--- src/rtl/fm_exponent_pipe.sv ---
// Exponent datapath for the FP multiply/divide core: biased result exponent,
// tiny/huge flags, denorm shift amount, carried through a stall pipeline.
module fm_exponent_pipe #(
    parameter int WEXP    = 8,
    parameter int WEXPSUM = 10,
    parameter int BIAS    = 127,
    parameter int WMANT   = 23,
    parameter int STAGES  = 2,
    parameter int WCNT    = 16,
    parameter int WSHAMT  = 5
) (
    input  logic               clk,
    input  logic               reset,
    input  logic               in_valid,
    output logic               in_ready,
    input  logic               op_div,
    input  logic [WEXPSUM-1:0] expa,
    input  logic [WEXPSUM-1:0] expb,
    input  logic               adj,
    output logic               out_valid,
    input  logic               out_ready,
    output logic [WEXPSUM-1:0] expsum,
    output logic               tiny,
    output logic               huge,
    output logic [WSHAMT-1:0]  shamt,
    output logic [WCNT-1:0]    tiny_cnt,
    output logic [WCNT-1:0]    huge_cnt,
    input  logic               cnt_clr
);

    if (STAGES < 1 || STAGES > 4) begin : g_bad_stages
        $error("fm_exponent_pipe: STAGES must be in 1..4");
    end

    typedef struct packed {
        logic [WEXPSUM-1:0] s;
        logic               tiny;
        logic               huge;
        logic [WSHAMT-1:0]  shamt;
    } res_t;

    localparam logic [WEXPSUM-1:0] BIAS_W  = WEXPSUM'(BIAS);
    localparam logic [WEXPSUM-1:0] HUGE_TH = WEXPSUM'(2**WEXP - 1);
    localparam logic [WEXPSUM-1:0] SAT_W   = WEXPSUM'(WMANT + 2);
    localparam logic [WSHAMT-1:0]  SAT_SH  = WSHAMT'(WMANT + 2);

    res_t               res_d;
    logic [WEXPSUM-1:0] s;
    logic [WEXPSUM-1:0] adj_w;
    logic [WEXPSUM-1:0] one_m_s;

    always_comb begin
        res_d   = '0;
        adj_w   = WEXPSUM'(adj);
        s       = op_div ? (expa - expb + BIAS_W - adj_w)
                         : (expa + expb - BIAS_W + adj_w);
        one_m_s = WEXPSUM'(1) - s;
        res_d.s    = s;
        res_d.tiny = s[WEXPSUM-1] | (s == '0);
        res_d.huge = ~s[WEXPSUM-1] & (s >= HUGE_TH);
        // 1-s is positive whenever tiny, so an unsigned compare suffices
        if (res_d.tiny)
            res_d.shamt = (one_m_s > SAT_W) ? SAT_SH : one_m_s[WSHAMT-1:0];
    end

    logic [STAGES-1:0] vld_q;
    res_t [STAGES-1:0] dat_q;
    logic              en;

    assign out_valid = vld_q[STAGES-1];
    assign en        = ~out_valid | out_ready;
    assign in_ready  = en;

    always_ff @(posedge clk) begin
        if (reset) begin
            vld_q <= '0;
            dat_q <= '0;
        end else if (en) begin
            vld_q[0] <= in_valid;
            dat_q[0] <= res_d;
            for (int k = 1; k < STAGES; k++) begin
                vld_q[k] <= vld_q[k-1];
                dat_q[k] <= dat_q[k-1];
            end
        end
    end

    assign expsum = dat_q[STAGES-1].s;
    assign tiny   = dat_q[STAGES-1].tiny;
    assign huge   = dat_q[STAGES-1].huge;
    assign shamt  = dat_q[STAGES-1].shamt;

    logic [WCNT-1:0] tiny_cnt_q, tiny_cnt_d;
    logic [WCNT-1:0] huge_cnt_q, huge_cnt_d;
    logic            hs;

    assign hs = out_valid & out_ready;

    // A clear wins over a same-cycle event; that event is not counted
    always_comb begin
        tiny_cnt_d = tiny_cnt_q;
        huge_cnt_d = huge_cnt_q;
        if (cnt_clr) begin
            tiny_cnt_d = '0;
            huge_cnt_d = '0;
        end else if (hs) begin
            if (tiny && tiny_cnt_q != '1) tiny_cnt_d = tiny_cnt_q + 1'b1;
            if (huge && huge_cnt_q != '1) huge_cnt_d = huge_cnt_q + 1'b1;
        end
    end

    always_ff @(posedge clk) begin
        if (reset) begin
            tiny_cnt_q <= '0;
            huge_cnt_q <= '0;
        end else begin
            tiny_cnt_q <= tiny_cnt_d;
            huge_cnt_q <= huge_cnt_d;
        end
    end

    assign tiny_cnt = tiny_cnt_q;
    assign huge_cnt = huge_cnt_q;

endmodule

--- config.mk ---
export PLATFORM = sky130hd
export DESIGN_NAME = fm_exponent_pipe
export DESIGN_NICKNAME = d
export VERILOG_FILES = /design/src/rtl/fm_exponent_pipe.sv
export SDC_FILE = /design/constraint.sdc
export NUM_CORES = 1
export LEC_CHECK = 0
export CAP_MARGIN = 20
export CORE_MARGIN = 4
export CORE_UTILIZATION = 30
export DETAILED_ROUTE_END_ITERATION = 8
export PLACE_DENSITY = 0.58
export SLEW_MARGIN = 40
export SYNTH_ARGS = -nofsm -noshare
export SYNTH_HDL_FRONTEND = slang
export SYNTH_SLANG_ARGS = --single-unit
--- constraint.sdc ---
create_clock -name clk -period 4.2 [get_ports clk]
set_input_delay 0.63 -clock clk [delete_from_list [all_inputs] [get_ports clk]]
set_output_delay 0.63 -clock clk [all_outputs]
set_load 0.02 [all_outputs]
## Word-level counts from Yosys, hierarchy flattened

Index checks and enable logic that the tools add are counted.

| operators by class | value |
|---|---|
| $add $sub $neg | 9 |
| multiply operators | 0 |
| divide/modulo/power cells | 0 |
| magnitude comparators | 2 |
| equal/unequal tests | 2 |
| shift operators | 0 |
| mux-type cells | 3 |
| bitwise logic cells | 6 |
| reduce and logical (&&, ||, !) cells | 6 |

Operators with widths:

| kind | number |
|---|---|
| 16-bit by 1-bit adder with 16-bit output (second input constant) | 2 |
| 16-bit != test (second input constant) | 2 |
| 10-bit by 1-bit adder with 10-bit output | 1 |
| 10-bit adder | 1 |
| 10-bit by 7-bit adder with 10-bit output (second input constant) | 1 |
| 10-bit by 8-bit >= comparator with 1-bit output (second input constant) | 1 |
| 10-bit by 5-bit > comparator with 1-bit output (second input constant) | 1 |
| 10-bit zero test | 1 |
| 10-bit 2-to-1 mux | 1 |
| 5-bit 2-to-1 mux | 2 |
| 1-bit by 10-bit subtractor with 10-bit output (first input constant) | 1 |
| 10-bit by 1-bit subtractor with 10-bit output | 1 |
| 10-bit subtractor | 1 |
| 10-bit by 7-bit subtractor with 10-bit output (second input constant) | 1 |
| 2-bit AND reduction | 2 |
| 1-bit bitwise AND | 2 |
| 1-bit logical AND | 2 |
| 1-bit NOT | 2 |
| 1-bit OR | 2 |
| 2-bit OR reduction | 1 |

| word-level totals | value |
|---|---|
| bits in registers | 68 |
| bits in latches | 0 |
| RAM bits | 0 |
| memory bits (read-only) | 0 |
| bits of input ports | 27 |
| output and inout bits | 51 |
| logic and storage cells | 39 |
| memories kept | 0 |

## Longest topological paths before layout

| depth | value |
|---|---|
| depth in word-level cells | 8 |
| depth in mapped cells | 17 |
| depth with buffers taken out | 17 |

## Least setup slack after synthesis

Ideal clock, no wire load.

| path | value |
|---|---|
| kind | input to register |
| from | input port expa[1] |
| to | register dat_q[0] (netlist name) |
| library setup time | 117 ps |
| arrival | 3,628 ps |
| required time | 4,083 ps |
| slack | 455 ps |
| stages | 17 |
| buffers on the path | 0 |
| cells stage by stage | inv_1 -> ha_1 -> inv_1 -> ha_1 -> ha_1 -> fa_1 -> nand2b_1 -> o21a_1 -> inv_1 -> ha_1 -> inv_1 -> nor2_1 -> and3b_1 -> mux2i_1 -> nor4b_2 -> o21ai_0 -> a32o_1 |

| between the ends | value |
|---|---|
| longest elaborated chain between the ends | 8 |
| elaborated cells between the ends (all ways) | 13 |
| those cells by class | 7 x add/sub; 1 x order compare; 3 x mux; 1 x bitwise; 1 x reduce/logical |

RTL lines:

| item | RTL line | RTL |
|---|---|---|
| start, declared | 17 | `input logic [WEXPSUM-1:0] expa,` |
| 10-bit adder / 10-bit subtractor (equally long branches) | 56, 55 |  |
| 10-bit by 7-bit subtractor with 10-bit output / 10-bit by 7-bit adder with 10-bit output (equally long branches) | 56, 55 |  |
| 10-bit by 1-bit adder with 10-bit output / 10-bit by 1-bit subtractor with 10-bit output (equally long branches) | 56, 55 |  |
| 10-bit 2-to-1 mux (*) | 55 | `s = op_div ? (expa - expb + BIAS_W - adj_w)` |
| 1-bit by 10-bit subtractor with 10-bit output | 57 | `one_m_s = WEXPSUM'(1) - s;` |
| 10-bit by 5-bit > comparator with 1-bit output | 63 | `res_d.shamt = (one_m_s > SAT_W) ? SAT_SH : one_m_s[WSHAMT-1:0];` |
| 5-bit 2-to-1 mux | 63 |  |
| 5-bit 2-to-1 mux (*) | 62 | `if (res_d.tiny)` |
| end signal, assigned by index | 83 | `dat_q[k] <= dat_q[k-1];` |
| end, declared | 67 | `res_t [STAGES-1:0] dat_q;` |

Mark *: on every way between the ends. The rest lies on a longest branch, timed or not.
A chain may end at the register's enable or synchronous reset.

## Worst setup path after layout

| path | value |
|---|---|
| from | input port expa[1] |
| to | register dat_q[1] (netlist name) |

The elaborated chain is that of the path after synthesis.

==> flow_summary.toml <==
[run_status]
status = "finished, final reports clean"

[timing]
post-route-period-util_pct = 93.5
rsz0062_at_grt = "false"
worst_slew_pin_slew_ns = 0.624
finClkSkew_ns = 0.00406
hold_violations = 0
finalSetupTns_ns = 0
setup-violations-final = 0
layout_setup_ws_ns = 0.271
slew_viol_final = 0
period_minus_slack_ns = 3.93
fmax_mhz = 255
max_slew_margin_pct = 58.4

[drt]
drtIter0Drc = 143
vias = 3846
antenna_left = 0
via_per_inst = 4.79
drc_errors = 0
firstDrtPassIters = 4
routed_wl_mm = 10.2
post_drt_wl_per_cell_um = 12.7

[logic_synthesis]
ys_warn_count = 0
syn_inst = 540
async_reset_ff_share_pct = 0
synth-seq-cells = 68
synth_area_leader_cell = "dfxtp_1"
synth_edf_count = 0
synth_area_um2 = 4460
netlist_top_cells_area = "dfxtp_1, ha_1, nand2_1, nor2_1, xor2_1"
syn_area_per_cell_um2 = 8.26
synthesis.nets = 609
yosysMostFrequentCell = "dfxtp_1"
yosysSeqAreaShare_pct = 30.5
synthFlopType = "dfxtp_1"
ys_types = 72
synth_common_cells = "dfxtp_1, nand2_1, nor2_1"
synth.top_cell.area_share_pct = 30.5

[final_layout]
fin_util_pct = 39.8
area_growth_pct = 29.6
drive_above_1_share_pct = 9.69
diodes = 0
fin_nets = 683

[place]
place_ws_ns = -0.176
port_buffers = 77
dp_hpwl_mm = 8.10
globalplace.congestion = 0.854

[setup_path]
slowest_stage = "clkdlybuf4s50_1"
worst_setup_path_start_kind = "primary input"
crit_buf_inv = 5
endpoint_kind = "flip-flop"
path_delay_family = "compound AO/OA/AOI/OAI gates"
crit_required_ns = 4.43
crit_path_max_fanout = 4
arrival_ns = 4.16
cpMostUsedCell = "ha_1"
max_stage_delay_ns = 0.48
critPathKind = "primary input to flip-flop"
crit_chain = "clkdlybuf4s50_1 > inv_1 > ha_1 > inv_1 > ha_1 > ha_1 > buf_4 > a211oi_1 > o21bai_1 > a2111oi_2 > or3_1 > xnor2_1 > mux2i_4 > nor4b_2 > buf_4 > o21bai_2 > o41ai_2"

[cts]
cts_tree = "done"
clk_latency_ns = 0.33
clock_sinks = 68
hold_buffers = 0
clk_pin_slew_worst_paths_ns = 0.05
htreeDepth = 3
root_buffer = "clkbuf_16"
clk_path_buf_depth = 2
cts_buffers = 9

[global_routing]
overflow = 0
grt_pass1_wl_mm = 17.3
track_usage_pct = 12.4
grt_antenna_before_repair = 0
grt_max_degree = 37
grt_pass1_vias = 3755

[floorplanning]
die_w_um = 130
pin_count = 78
fp.coreArea_um2 = 14500
die_y_um = 130
num_rows = 44
dieArea_um2 = 16900
start_util_pct = 30.7

[power_and_ir_drop]
p_leak_nw = 2.29
ir_drop_v = 0.000184
powerDensity_nw_per_um2 = 395

[job]
drv_cap = 0

[min_path]
hold_class = "flip-flop to flip-flop"
## metrics by stage
step	instance area, µm²	instances	hold slack, ns	total power (W)
finish	5780	803	0.450	0.00228
global placement	5380	787	0.439	0.00136
detailed placement	5380	787	0.446	0.00137
floorplan	4460	540	0.432	0.00118
CTS	5750	803	0.453	0.00229
global route	5780	803	0.469	0.00242
## per-layer routing
metal	track usage [%]	wire, µm	up-vias
li1	-	-	1995
met1	15.5	4790	1751
met2	20.7	4710	84
met3	3.11	534	16
met4	4.46	144	0
met5	0	0	-
## worst reg2reg max path, delay by kind of cell, from the launching register on
| kind | cells | cell delay [ns] |
|---|---|---|
| AOI/OAI and AO/OA | 2 | 0.67 |
| and+or+nand+nor | 6 | 1.40 |
| DFF | 1 | 0.34 |
## worst paths after layout
kind | slack (ns) | start | cells after the start | end
min | 0.45 | expsum[4] | 2 | expsum[4]
max | 0.27 | expa[1] | 17 | dat_q[1]
max reg2reg | 1.72 | tiny_cnt[9] | 8 | tiny_cnt[9]
min reg2reg | 0.45 | expsum[4] | 2 | expsum[4]
## power breakdown
group | switching (W) | internal [W] | total [W]
clock network | 0.000271 | 0.000641 | 0.000911
registers | 0.0000250 | 0.000692 | 0.000717
logic | 0.000352 | 0.000305 | 0.000657
total | 0.000647 | 0.00164 | 0.00228
## cell usage in the layout, fill, tap and decap left out, drive strengths merged, types with 9 or more instances in the layout
| master | instances |
|---|---|
| mux2i | 9 |
| nand3 | 18 |
| inv | 43 |
| or3 | 10 |
| nand2 | 67 |
| clkdlybuf4s50 | 77 |
| xnor2 | 18 |
| ha | 39 |
| dfxtp | 68 |
| a21oi | 31 |
| clkbuf | 10 |
| nor2 | 62 |
| buf | 21 |
| xor2 | 26 |
| o21ai | 14 |
| a211oi | 9 |
## kinds of logic after synthesis
kind of cell	Yosys count	synth area share, %
simple gates	201	21.3
mux	9	2.30
buf+inv	79	9.14
flops	68	30.5
xor+xnor	44	8.81
fa+ha+maj	42	12.3
compound gates	97	15.7
## timing repair
action,4_1_cts,5_1_grt
gates resized for setup,0,8
setup buffers,0,0
setup endpoints to repair,0,6
## state kept, by name, summed over array words and instances, names as in the netlist
name,cells
dat_q,17
huge_cnt,16
tiny_cnt,16
expsum,10
shamt,5
vld_q,2
huge,1
tiny,1
## cell type report
| class | count | area (µm²) |
|---|---|---|
| Fill cell | 1470 | 8750 |
| Multi-Input combinational cell | 393 | 2730 |
| Sequential cell | 68 | 1360 |
| Timing Repair Buffer | 98 | 928 |
| Tap cell | 184 | 230 |
| Clock buffer | 10 | 229 |
| Inverter | 44 | 165 |
| Clock inverter | 6 | 136 |
Note: power is estimated with default switching activity, not from simulation.
